`config.mk`:
```
export PLATFORM = sky130hd
export DESIGN_NAME = instruction_sequencer
export DESIGN_NICKNAME = d
export VERILOG_FILES = /design/src/rtl/instruction_sequencer.sv
export SDC_FILE = /design/constraint.sdc
export NUM_CORES = 1
export LEC_CHECK = 0
export ABC_AREA = 1
export BUFFER_PORTS_ARGS = -buffer_cell sky130_fd_sc_hd__buf_2
export CAP_MARGIN = 5
export CORE_UTILIZATION = 40
export DETAILED_ROUTE_END_ITERATION = 10
export PLACE_DENSITY = 0.57
export SLEW_MARGIN = 20
export SYNTH_ARGS = -nofsm -noshare
export SYNTH_HDL_FRONTEND = slang
export SYNTH_SLANG_ARGS = --single-unit
```
`constraint.sdc`:
```
create_clock -name clock_in -period 3.1 [get_ports clock_in]
set_clock_uncertainty 0.2 [all_clocks]
set_input_delay 0.31 -clock clock_in [delete_from_list [all_inputs] [get_ports clock_in]]
set_output_delay 0.31 -clock clock_in [all_outputs]
set_load 0.02 [all_outputs]
```
`src/rtl/instruction_sequencer.sv`:
```
// instruction_sequencer: FIFO-buffered cpu instruction feeder with burst-aware issue control
module instruction_sequencer #(
  parameter int DEPTH             = 16,
  parameter int BURST_WORDS       = 5,
  parameter int INIT_RESET_CYCLES = 2
) (
  input  logic                     clock_in,
  input  logic                     reset_in,
  input  logic [15:0]              instr_in,
  input  logic                     instr_valid_in,
  output logic                     instr_ready_out,
  output logic [15:0]              current_instruction_out,
  output logic [$clog2(DEPTH):0]   fifo_count_out,
  output logic                     burst_read_window_out,
  output logic                     busy_out
);
  localparam int AW = $clog2(DEPTH);
  localparam int CW = $clog2(BURST_WORDS + INIT_RESET_CYCLES + 1) + 1;
  localparam logic [15:0] NOP = 16'h0000;
  localparam logic [15:0] RST = 16'h000C;
  localparam logic [AW:0] LAUNCH = (AW+1)'(BURST_WORDS + 1);
  typedef enum logic [1:0] {INIT, RUN, BURST_WR, BURST_RD} state_t;
  state_t state, state_nx;
  logic [CW-1:0] cnt, cnt_nx;
  logic [AW-1:0] rd_ptr, wr_ptr;
  logic [AW:0] count;
  logic [15:0] mem [DEPTH];
  logic [15:0] head, out_nx;
  logic push, pop, win_nx, is_bw, is_br;
  assign head = mem[rd_ptr];
  assign is_bw = head[1:0] == 2'b11 && head[2];
  assign is_br = head[1:0] == 2'b11 && !head[2];
  assign instr_ready_out = !reset_in && count < (AW+1)'(DEPTH);
  assign push = instr_valid_in && instr_ready_out;
  assign fifo_count_out = count;
  assign busy_out = state != RUN;
  always_comb begin
    state_nx = state;
    cnt_nx = cnt;
    pop = 1'b0;
    out_nx = NOP;
    win_nx = 1'b0;
    case (state)
      INIT: begin
        out_nx = cnt != '0 ? RST : NOP;
        cnt_nx = cnt != '0 ? cnt - CW'(1) : cnt;
        state_nx = cnt != '0 ? INIT : RUN;
      end
      RUN: begin
        // a burst write only launches once its whole payload is buffered
        if (count != '0 && !(is_bw && count < LAUNCH)) begin
          pop = 1'b1;
          out_nx = head;
          state_nx = is_bw ? BURST_WR : is_br ? BURST_RD : RUN;
          cnt_nx = CW'(BURST_WORDS);
        end
      end
      BURST_WR: begin
        pop = 1'b1;
        out_nx = head;
        cnt_nx = cnt - CW'(1);
        state_nx = cnt == CW'(1) ? RUN : BURST_WR;
      end
      default: begin
        win_nx = 1'b1;
        cnt_nx = cnt - CW'(1);
        state_nx = cnt == CW'(1) ? RUN : BURST_RD;
      end
    endcase
  end
  always_ff @(posedge clock_in) begin
    if (reset_in) begin
      state <= INIT;
      cnt <= CW'(INIT_RESET_CYCLES - 1);
      rd_ptr <= '0;
      wr_ptr <= '0;
      count <= '0;
      current_instruction_out <= RST;
      burst_read_window_out <= 1'b0;
    end else begin
      state <= state_nx;
      cnt <= cnt_nx;
      rd_ptr <= rd_ptr + AW'(pop);
      wr_ptr <= wr_ptr + AW'(push);
      count <= count + (AW+1)'(push) - (AW+1)'(pop);
      current_instruction_out <= out_nx;
      burst_read_window_out <= win_nx;
    end
  end
  always_ff @(posedge clock_in) begin
    if (push) mem[wr_ptr] <= instr_in;
  end
endmodule

```
### Yosys cells after proc, flatten, opt, wreduce, memory -nomap -nowiden

Memories as Yosys holds them, arrays and structs flattened. A register that Yosys moved wholly into a read port is not among the register bits.
Index checks and enable logic that the tools add are counted.

* add/sub/neg operators: 5
* magnitude comparators: 2
* equality and inequality tests: 7
* multiplexer cells: 19
* reduce and logical (&&, ||, !) cells: 14

Operators by type and width (count)
* $pmux W16 S3: 1
* $mux W16: 1
* $mux W4: 4
* $mux W2: 5
* $add A4 B1 Y4: 2
* $pmux W4 S2: 1
* $logic_and A1 B1 Y1: 6
* $pmux W2 S3: 1
* $add A5 B1 Y5: 1
* $lt A5 B3 Y1 const B: 1
* $lt A5 B5 Y1 const B: 1
* $mux W1: 5
* $reduce_bool A5 Y1: 1
* $sub A5 B1 Y5: 1
* $eq A2 B2 Y1 const B: 2
* $eq A4 B1 Y1 const B: 1
* $ne A2 B2 Y1 const B: 2
* $reduce_bool A4 Y1: 1
* $sub A4 B1 Y4 const B: 1
* $logic_not A1 Y1: 3
* $reduce_or A3 Y1: 1
* $eq A2 B1 Y1 const B: 1
* $logic_not A2 Y1: 1
* $ne A2 B1 Y1 const B: 1
* other kinds (2): 2

* bits in registers: 36
* memory bits (writable): 256
* logic and storage cells: 55
* memories: 1

Memories
* mem: words 16, bits a word 16, read ports 1, clocked after Yosys merged registers in 1, wr ports 1, RTL line 27 `logic [15:0] mem [DEPTH];`

### Depth between registers and ports, before layout

Gate-level depths: netlist of the first run.

* depth after elaboration: 9
* gate-level depth with buffers: 23
* gate-level depth less buffers: 21

### Least setup slack after synthesis of the first run

No wires, ideal clock.

* path type: register to register
* start: reg rd_ptr[2] (netlist name)
* end: reg count[4], in the netlist fifo_count_out[4]
* data arrival time: 2.556 ns
* setup slack: 0.274 ns
* stages on the path, launching flop included: 23
* buffers on the path: 2
* period minus slack after synthesis: 2.826 ns
* cells stage by stage: dfxtp_1 -> buf_4 -> inv_4 -> nor2_2 -> buf_6 -> nand3_2 -> nand3_1 -> nor2_1 -> nor2_2 -> nand4_2 -> nand3_2 -> nand2_4 -> inv_2 -> nor2_2 -> nand2_1 -> nand2_1 -> ha_1 -> fa_1 -> nand2_1 -> a21oi_1 -> nor2_1 -> o21ai_0 -> a21oi_1

RTL lines
* end signal, assigned: RTL line 85 `count <= count + (AW+1)'(push) - (AW+1)'(pop);`
* end, declared: RTL line 26 `logic [AW:0] count;`

==> results of run 1 <==
[cell type report]
type	count	area, sq um	area share [%]
Inverter	57	226.5	1.625
Tap cell	384	480.5	3.447
Sequential cell	292	8417	60.39
Multi-Input combinational cell	552	2902	20.82
Clock inverter	20	191.4	1.373
Timing Repair Buffer	112	942.2	6.759
Clock buffer	35	779.5	5.592
[worst max-delay path: stages, from the launching register on]
cell and delay, ns:
dfxtp_2 0.36, nor2_4 0.18, buf_4 0.19, nand3_1 0.08, nand3_1 0.08, nor2_1 0.06
nor2_2 0.16, nand4_2 0.11, nand3_2 0.10, nand2_4 0.05, inv_2 0.06, nor2_2 0.04
nand2_1 0.07, nand2_1 0.06, ha_2 0.18, fa_2 0.34, nand2_2 0.07, a21oi_1 0.06
nor2_1 0.13, o21ai_1 0.07, a21oi_1 0.12
[logic make-up after synthesis]
group | share of synthesized area (%)
simple gates | 13.08
flops | 71.73
compound gates | 8.945
buf+inv | 3.960
fa+ha+maj | 1.985
xor+xnor | 0.2989
[report_power, final]
group	total [mW]	switching, mW	leakage, nW	internal [mW]
registers	4.46	0.0673	2.60	4.40
logic	1.32	0.870	1.97	0.454
clock network	3.53	1.48	0.482	2.04
total	9.31	2.42	5.05	6.89
[worst max-delay path by stage]
stage | start | to | slack (ns) | depth (start not counted)
5_1_grt | rd_ptr[0]$_SDFF_PP0_ | fifo_count_out[4]$_SDFF_PP0_ | 0.008 | 21
6_report | rd_ptr[1]$_SDFF_PP0_ | fifo_count_out[4]$_SDFF_PP0_ | 0.24 | 20
4_1_cts | rd_ptr[1]$_SDFF_PP0_ | fifo_count_out[4]$_SDFF_PP0_ | 0.06 | 20
3_5_place_dp | rd_ptr[2]$_SDFF_PP0_ | fifo_count_out[4]$_SDFF_PP0_ | 0.1 | 21
2_1_floorplan | rd_ptr[2]$_SDFF_PP0_ | fifo_count_out[4]$_SDFF_PP0_ | 0.27 | 22
3_3_place_gp | rd_ptr[2]$_SDFF_PP0_ | fifo_count_out[4]$_SDFF_PP0_ | 0.1 | 21
[cell usage in the layout (no fill, tap or decap), drive strengths merged, types with 16 or more instances in the layout]
cell / Yosys / final
buf: 23 / 92
inv: 56 / 56
ha: 17 / 17
o21ai: 78 / 78
nor2: 108 / 108
clkbuf: 26 / 38
a21oi: 53 / 53
nand2: 173 / 173
nand3: 56 / 56
dfxtp: 36 / 36
clkinv: 1 / 18
dlygate4sd3: 0 / 17
edfxtp: 256 / 256
nand4: 16 / 16
[stage by stage]
| step | setup WS, ns | instance area (sq um) | instances |
|---|---|---|---|
| floorplan | 0.2744 | 11720 | 950 |
| global placement | 0.09875 | 12680 | 1376 |
| detailed placement | 0.09984 | 12680 | 1376 |
| CTS | 0.06241 | 13820 | 1448 |
| global route | 0.007895 | 13940 | 1452 |
| finish | 0.2360 | 13940 | 1452 |
[registers in the layout (all words and copies together), names as in the netlist]
signal,count
mem,256
wr_ptr,4
state,2
burst_read_window_out,1
current_instruction_out,16
rd_ptr,4
fifo_count_out,5
cnt,4
[Yosys cell counts (5+ instances only)]
master	count
a21oi_1	42
a21oi_2	11
a221oi_1	13
buf_2	13
buf_4	5
clkbuf_1	25
dfxtp_1	36
edfxtp_1	256
ha_1	17
inv_1	50
inv_2	5
nand2_1	165
nand2_2	6
nand3_1	49
nand3_2	6
nand4_1	15
nor2_1	103
nor2_2	5
o21ai_0	76
o221ai_1	13
o22ai_1	13
[routing by layer]
metal / vias to the layer above / part of all wire, %
met5: - / 0
met4: 0 / 2.7
met3: 49 / 4.9
met2: 187 / 48
met1: 3702 / 45
li1: 3584 / -
[what timing repair did]
| action | 4_1_cts | 5_1_grt |
|---|---|---|
| resized for setup | 0 | 14 |
| hold endpoints to repair | 269 | 0 |
| setup buffers | 0 | 1 |
| hold buffers | 17 | 0 |
| setup endpoints to repair | 0 | 2 |
==> metrics.md, run 1 <==
| Metric | Value |
|---|---|
| Outcome | finished, final reports clean |
| Vias per cell | 5.180 |
| Layout cell share with drive strength beyond 1 | 18.82% |
| Largest area contributor in the synthesized netlist | edfxtp_1 |
| Total wire length | 28890 um |
| Antenna diodes | 0 |
| Top-area cell type share of the netlist area | 65.58% |
| Placement Rows | 62 |
| Hold endpoint | fifo_count_out[0]$_SDFF_PP0_ |
| Startpoint types | register |
| Minimum clock period | 2.864 ns |
| CP required | 3.39 ns |
| R2R Path End | fifo_count_out[4]$_SDFF_PP0_ |
| Vias in the first global route | 7333 |
| Gpl congestion | 0.8142 |
| I/O pin cnt | 43 |
| Seq/Total Area, Yosys | 71.73% |
| FF-to-FF path depth | 20 |
| Met2 global-route usage | 31.92% |
| Synthesized cell area | between 10000 and 15000 sq um |
| DIE AREA | 29990 sq um |
| CTS buffer count | 30 |
| Drt initial violations | 645 |
| Class of the worst hold path | input port to register |
| Ys async rst share | 0% |
| Power Density | 668.3 nW/um^2 |
| Die Wd | 173.2 um |
| Synth top area cells | edfxtp_1 66%, dfxtp_1 6.1%, nand2_1 5.3% |
| M3 GR Usage | 2.463% |
| Starting Density | between 40 and 50% |
| Nets | approximately 1100 |
| DR WL/cell | 19.90 um |
| RSZ-0062 raised after global routing | false |
| Post-synth EDFFs | 256 |
| # fillers | 2568 |
| Slew Viols, Final | 0 |
| Port bufs | 42 |
| Clock tree from TritonCTS | done |
| Hold violation count in the final report | 0 |
| Post-Syn Instances | 950 |
| Antenna violations before repair | 0 |
| Hold Path Depth | 7 |
| Residual DRC | 0 |
| Critical Path Fanout Max | 5 |
| Max-Cap Viols | 0 |
| Sum of negative setup slack | 0 ns |
| Die Ht | 173.2 um |
| Clk sink count | between 200 and 300 |
| CTS clk-pin slew, worst paths | 0.06 ns |
| Final ANT Viol Nets | 0 |
| Core Box Area | 28780 sq um |
| GRT Max-Usage Layer | met2 |
| Final setup violation count | 0 |
| Hold WS | 0.1588 ns |
| H-tree levels | 1 |
| Detailed Place HPWL | 17210 um |
| Worst slew pin tran | approximately 1.1 ns |
| YS warnings | 0 |
| R2r setup slk | 0.24 ns |
| Total power | 9.315 mW |
| Worst-skew pair later-pin latency | 0.57 ns |
| Max_slew headroom | between 20% and 30% |
| Max Fclk | 349.2 MHz |
| VDD IR-drop max | roughly 0.44 mV |
| TritonRoute pass-1 iters | 4 |
| Netlist cell types | 37 |
| Final period util | 92.39% |
| Post-layout util | 48.43% |
| GRT Overall Usage | approximately 19% |
| Worst setup EP type | register |
| Worst Path Class, Setup | register to register |
| Seq cells post-synth | 292 |
| Area growth, synth to finish | 18.92% |
| Hold_sp | instr_valid_in |
| Leakage | 5.047 nW |
| Largest net degree at the start of global routing | 97 |
| Met1 Use GR | 26.76% |
| Clk buf depth | 3 |
| Worst EP arrival | 3.15 ns |
| First-pass GRT wire length | 43950 um |
| Gr ovfl total | 0 |
| Net Count, Synth | just under 1000 |
| Via count | 7522 |
| Reg2reg start | rd_ptr[1]$_SDFF_PP0_ |
| Root Buffer | clkbuf_16 |
| Post-synthesis area per instance | around 12 sq um |
| Ys flop type | edfxtp_1 |
No activity file was read; power rests on OpenSTA's default activity.
==> run 2: changes to the inputs <==
Settings changed: ABC_AREA 1 to 0, CELL_PAD_IN_SITES_DETAIL_PLACEMENT set to 0, CELL_PAD_IN_SITES_GLOBAL_PLACEMENT set to 2, PLACE_DENSITY 0.57 to 0.7.
==> run 2 against run 1 <==
  * The run now ends with setup timing left
  * Via count is 15% lower
  * Non-clock buffer count up 7
  * Register-to-register slack got worse by 0.55 ns
  * Sequential share of layout area is 0.35 points lower
  * Global-route usage is 1.3 points lower
  * Combinational power grew 27%
  * Clock power up 11%
  * Core utilization increased by 0.41 points
  * Highest routed layer unchanged
==> metrics.md, run 2 <==
| Metric | Value |
|---|---|
| Outcome | complete, but fails checks |
| Failing checks | setup timing |
| Final setup violation count | 3 |
| Final ANT Viol Nets | 0 |
| CTS clk-pin slew, worst paths | ~0.06 ns |
| Area growth, synth to finish | 20.37% |
| Pre-CTS setup slack | -0.3341 ns |
| Worst EP arrival | 3.69 ns |
| Nets | 824 |
| Clock tree from TritonCTS | done |
| Compound-gate portion of the synthesized area | roughly 6.4% |
| DR WL/cell | about 22 um |
| Leakage | 4.642 nW |
| Sum of negative setup slack | -0.5135 ns |
| # fillers | 2453 |
| H-tree levels | 1 |
| Starting Density | 40.58% |
| GRT Overall Usage | about 18% |
| Post-synthesis area per instance | 17.36 sq um |
| Max Fclk | around 300 MHz |
| Worst setup EP type | register |
| Mux cell area share after synthesis | 12.54% |
| Max_slew headroom | approximately two fifths |
| Post-synthesis simple-gate area fraction | 4.362% |
| Gr ovfl total | 0 |
| TritonRoute pass-1 iters | 5 |
| FF-to-FF path depth | 13 |
| Hold WS | around 0.17 ns |
| Clk sink count | approximately 290 |
| Hold endpoint | wr_ptr[0]$_SDFF_PP0_ |
| YS warnings | 0 |
| Largest net degree at the start of global routing | 37 |
| Slew Viols, Final | 0 |
| Net Count, Synth | a little over 700 |
| Synth top area cells | edfxtp_1 66%, mux4_2 7.0%, dfxtp_1 6.2% |
| VDD IR-drop max | between 0.4 and 0.5 mV |
| Detailed Place HPWL | 15450 um |
| Root Buffer | clkbuf_16 |
| Most frequent cells in the layout | 256 x edfxtp_1, 57 x buf_4, 42 x buf_2 |
| Biggest register | mem |
| Gpl congestion | 0.7613 |
| Port bufs | between 40 and 50 |
| Synthesized cell area | 11650 sq um |
| Largest area contributor in the synthesized netlist | edfxtp_1 |
| Synth cell count leaders | 256 x edfxtp_1, 39 x mux2i_1, 36 x dfxtp_1, 36 x mux4_2, 35 x nor2_1 |
| Seq/Total Area, Yosys | 72.20% |
| Hold Path Depth | 5 |
| Residual DRC | 0 |
| PnR worst setup slack | -0.3126 ns |
| First-pass GRT wire length | slightly above 40000 um |
| RSZ-0062 raised after global routing | true |
| Seq cells post-synth | roughly 290 |
| Final Non-Filler Cells | roughly 1200 |
| Ys flop type | edfxtp_1 |
| Commonest non-fill, non-tap cell in the layout | edfxtp_1 |
| Worst-skew pair later-pin latency | 0.57 ns |
| Startpoint types | register |
| R2R Path End | fifo_count_out[4]$_SDFF_PP0_ |
| Largest family of logic cells by synthesized area | multiplexers |
| Netlist cell types | 50 |
| Post-synth EDFFs | between 200 and 300 |
| Post-synthesis adder-cell area fraction | 1.998% |
| Ys async rst share | 0% |
| Class of the worst hold path | input port to register |
| Final std cell area, no fill | 14020 sq um |
| Storage cell area | 8416 sq um |
| Final period util | 110.1% |
| R2r setup slk | -0.31 ns |
| Via count | 6379 |
| Post-Syn Instances | 671 |
| DP Area | roughly 13000 sq um |
| Hold violation count in the final report | 0 |
| Max-Cap Viols | 0 |
| CTS buffer count | 31 |
| Layout cell share with drive strength beyond 1 | 29.93% |
| Placement Rows | 62 |
| Vias per cell | 5.334 |
| DIE AREA | 29800 sq um |
| Xor and xnor area share after synthesis | 0.5264% |
| Clk buf depth | 3 |
| Minimum clock period | 3.413 ns |
| Antenna diodes | 0 |
| Die Wd | 172.6 um |
| I/O pin cnt | 43 |
| Die Ht | 172.6 um |
| Hold_sp | instr_valid_in |
| Antenna violations before repair | 0 |
| Worst slew pin tran | between 0.8 and 0.9 ns |
| CP required | 3.38 ns |
| Core Box Area | 28700 sq um |
| Top-area cell type share of the netlist area | 66.01% |
| Placed insts | approximately 1100 |
| Area occupied by multi-input gates | 3102 sq um |
| Most numerous cell in the Yosys netlist | edfxtp_1 |
| Drt initial violations | 389 |
| Critical Path Fanout Max | 4 |
| Power Density | 720.1 nW/um^2 |
| Max reg flops | 256 |
| Vias in the first global route | 6816 |
| Reg2reg start | rd_ptr[0]$_SDFF_PP0_ |
| Total wire length | 26500 um |
| Worst Path Class, Setup | register to register |
run 2: cell types whose count changed after synthesis, sizes merged, moves of 16 or more:
cell,before,now
mux2,0,16
mux4,0,39
inv,56,13
o21ai,78,29
nand4,16,0
nand2,173,17
a21oi,53,18
nor2,108,35
a22oi,0,16
mux2i,0,39
nand3,56,7
run 2: worst max path at each step:
stage | startpoint | endpoint | slack [ns] | cells past startpoint
floorplan | rd_ptr[0]$_SDFF_PP0_ | fifo_count_out[4]$_SDFF_PP0_ | -0.21 | 13
global placement | rd_ptr[0]$_SDFF_PP0_ | fifo_count_out[4]$_SDFF_PP0_ | -0.35 | 12
detailed placement | rd_ptr[0]$_SDFF_PP0_ | fifo_count_out[4]$_SDFF_PP0_ | -0.33 | 12
CTS | rd_ptr[0]$_SDFF_PP0_ | fifo_count_out[4]$_SDFF_PP0_ | -0.31 | 13
global route | rd_ptr[0]$_SDFF_PP0_ | fifo_count_out[4]$_SDFF_PP0_ | -0.44 | 13
finish | rd_ptr[0]$_SDFF_PP0_ | fifo_count_out[4]$_SDFF_PP0_ | -0.31 | 13
run 2: critical path, cell delays in order, from the launching register on:
cell and delay [ns]:
dfxtp_4 0.36, buf_12 0.13, mux4_2 0.33, a22oi_2 0.08
a311o_1 0.35, or4_4 0.43, and2_4 0.16, xnor2_1 0.12
ha_2 0.19, fa_2 0.36, a21oi_2 0.14, nor2_1 0.05
or3_1 0.30, a21oi_1 0.14
run 2: area by class of cell:
class | instances | share of cell area, %
multi-input combinational | 330 | 22.13
sequential | 292 | 60.03
tap | 384 | 3.427
clock inverter | 17 | 1.633
clock buffer | 41 | 6.301
inverter | 13 | 0.3481
timing repair buffer | 119 | 6.132
run 2: where the power goes:
group | switching [mW] | total (mW) | internal (mW)
combinational | 0.921 | 1.68 | 0.759
sequential | 0.0707 | 4.49 | 4.42
clock | 1.51 | 3.93 | 2.42
run 2: kinds of logic (layout without fill, tap and decap cells):
kind of cell,after synthesis,after routing
mux,94,94
simple gates,103,103
xor+xnor,7,7
fa+ha+maj,18,18
flops,292,292
compound gates,108,108
buf+inv,49,190
run 2: repair_timing:
item                                    4_1_cts  5_1_grt
hold buffers                                 17        0
resized for setup                            10        2
pin swaps                                     1        0
setup buffers                                 3        2
endpoints found under the setup margin        4        4
endpoints found under the hold margin       260        0
run 2: per-stage QoR:
step / total power [mW] / util (%)
floorplan: 5.643 / -
global placement: 6.148 / 44.06
detailed placement: 6.171 / 44.06
CTS: 10.19 / 48.75
global route: 10.50 / 48.84
finish: 10.09 / 48.84
run 2: layer usage:
layer | up-vias | part of all wire [%] | global-route usage (%)
met5 | - | 0 | 0
met3 | 43 | 3.7 | 2.353
li1 | 2916 | - | -
met2 | 143 | 51 | 32.11
met1 | 3277 | 43 | 23.13
met4 | 0 | 2.4 | 4.725
